[src/rtl/led_fade_pkg.sv]
// rtl/led_fade_pkg.sv - shared types and level-step helper for the LED fade driver
package led_fade_pkg;

  typedef enum logic [0:0] {
    IDLE   = 1'b0,
    FADING = 1'b1
  } state_t;

  // Wide enough for PWM_BITS up to 16 with headroom for the un-clamped sum
  localparam int LVL_W = 17;
  typedef logic [LVL_W-1:0] lvl_wide_t;

  // One saturating fade step of lvl toward tgt; never wraps past 0 or maxl
  function automatic lvl_wide_t step_level(input lvl_wide_t lvl,
                                           input lvl_wide_t tgt,
                                           input lvl_wide_t step,
                                           input lvl_wide_t maxl);
    lvl_wide_t sum;
    sum = lvl + step;
    if (lvl < tgt) begin
      step_level = (sum > maxl) ? maxl : sum;
    end else if (lvl > tgt) begin
      step_level = (lvl > step) ? (lvl - step) : '0;
    end else begin
      step_level = lvl;
    end
  endfunction

endpackage

[src/rtl/led_fade_driver_if.sv]
// rtl/led_fade_driver_if.sv - pattern word valid/ready handshake bundle
interface led_fade_driver_if #(
  parameter int LEDS_NR = 8
);
  logic               pat_valid;
  logic [LEDS_NR-1:0] pat_data;
  logic               pat_ready;

  modport master (output pat_valid, pat_data, input pat_ready);
  modport slave  (input pat_valid, pat_data, output pat_ready);
endinterface

[src/rtl/led_fade_channel.sv]
// rtl/led_fade_channel.sv - one LED channel: level/target registers, fade step, PWM compare
module led_fade_channel
  import led_fade_pkg::*;
#(
  parameter int PWM_BITS  = 8,
  parameter int FADE_STEP = 16
) (
  input  logic                clk,
  input  logic                resetn,
  input  logic                load,
  input  logic                load_on,
  input  logic                tick,
  input  logic [PWM_BITS-1:0] pwm_cnt,
  output logic                on,
  output logic                at_target,
  output logic                differs_new
);

  typedef logic [PWM_BITS-1:0] lvl_t;
  localparam lvl_t MAXL = '1;

  lvl_t level;
  logic tgt_on;
  lvl_t tgt;

  // Targets are only ever 0 or MAXL, so one bit is enough to hold T
  assign tgt = tgt_on ? MAXL : '0;

  always_ff @(posedge clk or negedge resetn) begin
    if (!resetn) begin
      level  <= '0;
      tgt_on <= 1'b0;
    end else begin
      if (load) begin
        tgt_on <= load_on;
      end
      if (tick) begin
        level <= lvl_t'(step_level(lvl_wide_t'(level), lvl_wide_t'(tgt),
                                   lvl_wide_t'(FADE_STEP), lvl_wide_t'(MAXL)));
      end
    end
  end

  assign at_target   = (level == tgt);
  assign differs_new = (level != (load_on ? MAXL : lvl_t'(0)));
  assign on          = (level == MAXL) | (pwm_cnt < level);

endmodule

[src/rtl/led_fade_driver.sv]
// rtl/led_fade_driver.sv - pattern-driven PWM LED driver with smooth fade between patterns
module led_fade_driver
  import led_fade_pkg::*;
#(
  parameter int LEDS_NR    = 8,
  parameter int PWM_BITS   = 8,
  parameter int FADE_STEP  = 16,
  parameter int FADE_DIV   = 24000,
  parameter bit ACTIVE_LOW = 1'b1
) (
  input  logic               clk,
  input  logic               resetn,
  led_fade_driver_if.slave   bus,
  output logic               busy,
  output logic [LEDS_NR-1:0] led
);

  localparam int PRE_W = (FADE_DIV > 1) ? $clog2(FADE_DIV) : 1;
  localparam logic [PRE_W-1:0] PRE_RELOAD = PRE_W'(FADE_DIV - 1);
  localparam logic [LEDS_NR-1:0] LED_OFF = ACTIVE_LOW ? '1 : '0;

  state_t              state;
  state_t              state_nxt;
  logic [PRE_W-1:0]    presc;
  logic [PWM_BITS-1:0] pwm_cnt;
  logic                ready;
  logic                xfer;
  logic                tick;
  logic [LEDS_NR-1:0]  on;
  logic [LEDS_NR-1:0]  at_target;
  logic [LEDS_NR-1:0]  differs_new;

  assign ready         = (state == IDLE);
  assign bus.pat_ready = ready;
  assign busy          = (state == FADING);
  assign xfer          = bus.pat_valid & ready;
  assign tick          = (state == FADING) && (presc == '0);

  genvar g;
  generate
    for (g = 0; g < LEDS_NR; g++) begin : g_ch
      led_fade_channel #(
        .PWM_BITS  (PWM_BITS),
        .FADE_STEP (FADE_STEP)
      ) u_ch (
        .clk         (clk),
        .resetn      (resetn),
        .load        (xfer),
        .load_on     (bus.pat_data[g]),
        .tick        (tick),
        .pwm_cnt     (pwm_cnt),
        .on          (on[g]),
        .at_target   (at_target[g]),
        .differs_new (differs_new[g])
      );
    end
  endgenerate

  // A pattern equal to the current levels is accepted without leaving IDLE
  always_comb begin
    state_nxt = state;
    case (state)
      IDLE:    if (xfer && (|differs_new)) state_nxt = FADING;
      FADING:  if (&at_target) state_nxt = IDLE;
      default: state_nxt = IDLE;
    endcase
  end

  always_ff @(posedge clk or negedge resetn) begin
    if (!resetn) begin
      state <= IDLE;
    end else begin
      state <= state_nxt;
    end
  end

  always_ff @(posedge clk or negedge resetn) begin
    if (!resetn) begin
      presc <= PRE_RELOAD;
    end else if (xfer) begin
      presc <= PRE_RELOAD;
    end else if (state == FADING) begin
      presc <= (presc == '0) ? PRE_RELOAD : (presc - 1'b1);
    end
  end

  always_ff @(posedge clk or negedge resetn) begin
    if (!resetn) begin
      pwm_cnt <= '0;
      led     <= LED_OFF;
    end else begin
      pwm_cnt <= pwm_cnt + 1'b1;
      led     <= ACTIVE_LOW ? ~on : on;
    end
  end

endmodule

[src/flat_wrapper.sv]
// flat-port wrapper written by rule: the top's interface ports become plain ports
module led_fade_driver_flat import led_fade_pkg::*;
#(
  parameter int LEDS_NR    = 8,
  parameter int PWM_BITS   = 8,
  parameter int FADE_STEP  = 16,
  parameter int FADE_DIV   = 24000,
  parameter bit ACTIVE_LOW = 1'b1
)
  (clk, resetn, busy, led, bus_pat_valid, bus_pat_data, bus_pat_ready);
  led_fade_driver_if #(.LEDS_NR(LEDS_NR)) bus_i ();
  input  logic clk;
  input  logic resetn;
  output logic busy;
  output logic [LEDS_NR-1:0] led;
  input wire logic [$bits(bus_i.pat_valid)-1:0] bus_pat_valid;
  input wire logic [$bits(bus_i.pat_data)-1:0] bus_pat_data;
  output wire logic [$bits(bus_i.pat_ready)-1:0] bus_pat_ready;
  assign bus_i.pat_valid = bus_pat_valid;
  assign bus_i.pat_data = bus_pat_data;
  assign bus_pat_ready = bus_i.pat_ready;
  led_fade_driver #(.LEDS_NR(LEDS_NR), .PWM_BITS(PWM_BITS), .FADE_STEP(FADE_STEP), .FADE_DIV(FADE_DIV), .ACTIVE_LOW(ACTIVE_LOW)) u_core (.clk(clk), .resetn(resetn), .bus(bus_i), .busy(busy), .led(led));
endmodule
[config.mk]
export PLATFORM = sky130hd
export DESIGN_NAME = led_fade_driver_flat
export DESIGN_NICKNAME = d
export VERILOG_FILES = /design/src/rtl/led_fade_pkg.sv /design/src/rtl/led_fade_driver_if.sv /design/src/rtl/led_fade_channel.sv /design/src/rtl/led_fade_driver.sv /design/src/flat_wrapper.sv
export SDC_FILE = /design/constraint.sdc
export NUM_CORES = 1
export LEC_CHECK = 0
export ABC_CLOCK_PERIOD_IN_PS = 2990
export CORE_MARGIN = 10
export CORE_UTILIZATION = 55
export CTS_BUF_LIST = sky130_fd_sc_hd__clkbuf_4
export CTS_CLUSTER_SIZE = 25
export DETAILED_ROUTE_END_ITERATION = 8
export GPL_ROUTABILITY_DRIVEN = 0
export GPL_TIMING_DRIVEN = 0
export PLACE_DENSITY_LB_ADDON = 0.08
export REMOVE_ABC_BUFFERS = 1
export SETUP_SLACK_MARGIN = 0.1
export SLEW_MARGIN = 15
export SYNTH_ARGS = -nofsm -noshare
export SYNTH_HDL_FRONTEND = slang
export SYNTH_SLANG_ARGS = --single-unit
[constraint.sdc]
create_clock -name clk -period 2.99 [get_ports clk]
set_input_delay 0.7475 -clock clk [delete_from_list [all_inputs] [get_ports clk]]
set_output_delay 0.7475 -clock clk [all_outputs]
set_load 0.005 [all_outputs]
==> flow_metrics.tcl <==
set metrics [dict create \
    hold_violations 0 \
    yosysWarnings 0 \
    grt_pass1_wl_mm 30.5 \
    synth_area_um2 7280 \
    cp_slowest_cell "o21ai_0" \
    viasPerCell 6.31 \
    fin_ws_ns 0.270 \
    relSlewSlack_pct 38.3 \
    reg2reg_depth 7 \
    clock_sink_count 80 \
    yosysUniqueCellTypes 68 \
    muxShareOfSynthArea_pct 1.41 \
    drive_gt1_share_pct 6.75 \
    drt_pass1_iterations 6 \
    synth_top_family_by_area "adder cells" \
    critical_path_depth 7 \
    netlist_instances 844 \
    cap_violations 0 \
    rows 41 \
    core_area_um2 12800 \
    hpwl_mm 13.3 \
    grt-ovfl-total 0 \
    status "finished clean" \
    synth-edff-count 0 \
    cts_buffer_depth 2 \
    finalNonFillerCells 1032 \
    pre_cts_ws_ns -0.301 \
    cts.clk_slew.worst_paths_ns 0.15 \
    vias 6516 \
    dpl.cell_count 1014 \
    skew_ns 0.0162 \
    post-route-period-util_pct 91.0 \
    fin_nets 995 \
    irDropWorstVdd_mv 0.264 \
    finalCriticalPeriod_ns 2.72 \
    initial_utilization_pct 57.0 \
    antenna_found_initial 1 \
    synthAdderAreaFrac_pct 22.8 \
    die_area_um2 18200 \
    synth_compound_area_share_pct 22.3 \
    wl_per_cell_um 17.8 \
    hp-class "in2async" \
    setup_violations 0 \
    start_kind "flip-flop" \
    power.density_nw_per_um2 344 \
    fmax_ghz 0.368 \
    cp_num_buf_inv 0 \
    slowest_delay_ns 0.54 \
    syn2layout_area_growth_pct 7.03 \
    clockRootBuffer "clkbuf_4" \
    grt_max_degree 45 \
    synth_seq_area_share_pct 27.8 \
    io_pins 21 \
    grt_pass1_vias 6350 \
    crit_type "reg2reg" \
    htreeDepth 3 \
    crit_required_ns 3.37 \
    reg2reg_from "u_core.g_ch[4].u_ch.level[4]$_DFFE_PN0P_" \
    syn_avg_cell_area_um2 8.62 \
    timing.final.max_slew_violations 0 \
    clk_latency_ns 0.48 \
    synth-async-reset-ratio_pct 100 \
    ys_seq_elements 80 \
    worst_pin_slew_ns 0.921 \
    numCtsBuffers 9 \
    rsz0062_at_grt "false" \
    postCtsHoldBufs 0 \
    dieWidth_um 135 \
    crit_chain "ha_1 > nor2b_1 > o21a_1 > o21ai_0 > and2_1 > o21ai_1 > mux2_2" \
    worstPathMaxFanout 9 \
    wl_mm 18.3 \
    crit_family "compound AO/OA/AOI/OAI gates" \
    die_y_um 135 \
    antenna_left 0 \
    io_buffers 20 \
    p_leak_nw 3.30 \
    worstPathArrival_ns 3.10 \
    post_cts_buffers 0 \
    ys.flop_type "dfrtp_1" \
    drc_errors 0 \
    synth-simple-area-share_pct 18.9 \
    cp-startpoint "u_core.g_ch[4].u_ch.level[4]$_DFFE_PN0P_" \
    grt_use_total_pct 20.2 \
    synth_xor_area_share_pct 1.93 \
    drt_iter0_drc 454 \
    cp-end-kind "flip-flop" \
    cts_tree "built" \
]
==> final timing paths <==
| path | end | slack (ns) |
|---|---|---|
| setup / recovery | u_core.g_ch[4].u_ch.level[5]$_DFFE_PN0P_ | 0.27 |
| hold / removal | u_core.g_ch[1].u_ch.level[4]$_DFFE_PN0P_ | 0.21 |
| setup reg to reg | u_core.g_ch[4].u_ch.level[5]$_DFFE_PN0P_ | 0.27 |
| hold reg to reg | u_core.presc[1]$_DFFE_PN1P_ | 0.52 |
| max in group asynchronous | u_core.led[2]$_DFF_PN1_ | 2.11 |
| min in group clk | u_core.presc[1]$_DFFE_PN1P_ | 0.52 |
==> cell usage in the layout, fill, tap and decap left out, types with 5 or more instances in the layout <==
| cell | count |
|---|---|
| xnor2_1 | 12 |
| o21a_1 | 5 |
| o21ai_0 | 68 |
| nand3_1 | 28 |
| nor3_1 | 25 |
| a211o_1 | 5 |
| a21boi_0 | 17 |
| nor3b_1 | 5 |
| and2_1 | 6 |
| inv_1 | 67 |
| nor2_1 | 38 |
| a21o_1 | 15 |
| a21oi_1 | 56 |
| nor4_1 | 15 |
| nand2_1 | 62 |
| o2111ai_1 | 6 |
| and3_1 | 11 |
| o31ai_1 | 6 |
| nor4b_1 | 6 |
| clkdlybuf4s50_1 | 19 |
| nand4_1 | 16 |
| dfstp_2 | 20 |
| nor2b_1 | 11 |
| a31oi_1 | 13 |
| dfrtp_1 | 60 |
| a41oi_1 | 5 |
| mux2i_1 | 8 |
| clkbuf_4 | 9 |
| or3_1 | 5 |
| nand2b_1 | 10 |
| o21ai_1 | 6 |
| ha_1 | 130 |
| a211oi_1 | 14 |
==> sequential cells by signal, summed over array words and instances, names as in the netlist <==
register / cells
u_core.g_ch.u_ch.level: 40
u_core.presc: 15
u_core.busy: 1
u_core.pwm_cnt: 8
u_core.g_ch.u_ch.tgt_on: 8
u_core.led: 8
==> area by class of cell <==
type | count | area [µm²]
fillers | 1074 | 4980
inverters | 68 | 255
multi-input cells | 673 | 4930
clock buffers | 9 | 67.6
well taps | 172 | 215
repair buffers | 22 | 240
flip-flops and latches | 80 | 2030
clock inverters | 7 | 55.1
diodes | 1 | 2.50
==> report_power, final <==
part / switching, mW / internal [mW]
logic: 0.468 / 0.297
clock network: 0.458 / 0.178
registers: 0.0794 / 1.20
total: 1.01 / 1.67
==> logic make-up after synthesis <==
family / count (synthesis)
simple gates: 260
compound gates: 253
fa+ha+maj: 133
buf+inv: 92
flops: 80
xor+xnor: 16
mux: 10
==> what timing repair did <==
| item | 4_1_cts | 5_1_grt |
|---|---|---|
| gates resized for setup | 3 | 2 |
| pin swaps | 0 | 1 |
| endpoints found under the setup margin | 36 | 19 |
| cloned | 0 | 1 |
==> metal layers <==
metal	vias to the layer above	GRT usage, %	wire, µm
met5	-	0	0
met4	0	7.42	352
met3	29	2.86	895
met2	198	33.5	8750
met1	3118	26.2	8330
li1	3171	-	-
==> synth_stat cells, types with 5 or more instances <==
cell type | number | area share [%]
nand2b_1 | 10 | 0.86
ha_1 | 130 | 22
nor3b_1 | 5 | 0.52
nand3_1 | 28 | 1.9
xnor2_1 | 12 | 1.4
or3_1 | 5 | 0.43
o31ai_1 | 6 | 0.62
nor2_1 | 38 | 2.0
o21ai_1 | 6 | 0.41
nor4b_1 | 6 | 0.72
a221oi_1 | 5 | 0.60
a31oi_1 | 13 | 1.1
a21boi_0 | 17 | 1.8
a41oi_1 | 5 | 0.60
o21ai_0 | 68 | 4.7
a211oi_1 | 14 | 1.4
dfstp_2 | 20 | 7.2
nor2b_1 | 12 | 1.0
a211o_1 | 5 | 0.60
clkbuf_1 | 21 | 1.1
o2111ai_1 | 6 | 0.72
and3_1 | 12 | 1.0
dfrtp_1 | 60 | 21
a21o_1 | 15 | 1.5
nor3_1 | 25 | 1.7
mux2i_1 | 8 | 1.1
nor4_1 | 16 | 1.4
inv_1 | 67 | 3.5
o21a_1 | 5 | 0.52
nand4_1 | 16 | 1.4
nand2_1 | 62 | 3.2
a21oi_1 | 56 | 3.9
and2_1 | 6 | 0.52
==> stage by stage <==
step | power [mW] | utilization [%] | setup TNS (ns) | area (µm²) | hold slack, ns
global route | 2.88 | 61.0 | 0 | 7790 | 0.222
floorplan | 1.81 | - | 0 | 7180 | 0.451
finish | 2.68 | 61.0 | 0 | 7790 | 0.206
detailed placement | 2.04 | 59.8 | -2.76 | 7630 | 0.486
global placement | 1.97 | 59.4 | -132.28 | 7590 | 0.469
CTS | 2.69 | 60.8 | 0 | 7770 | 0.212
Power figures use the tool's default switching activity.
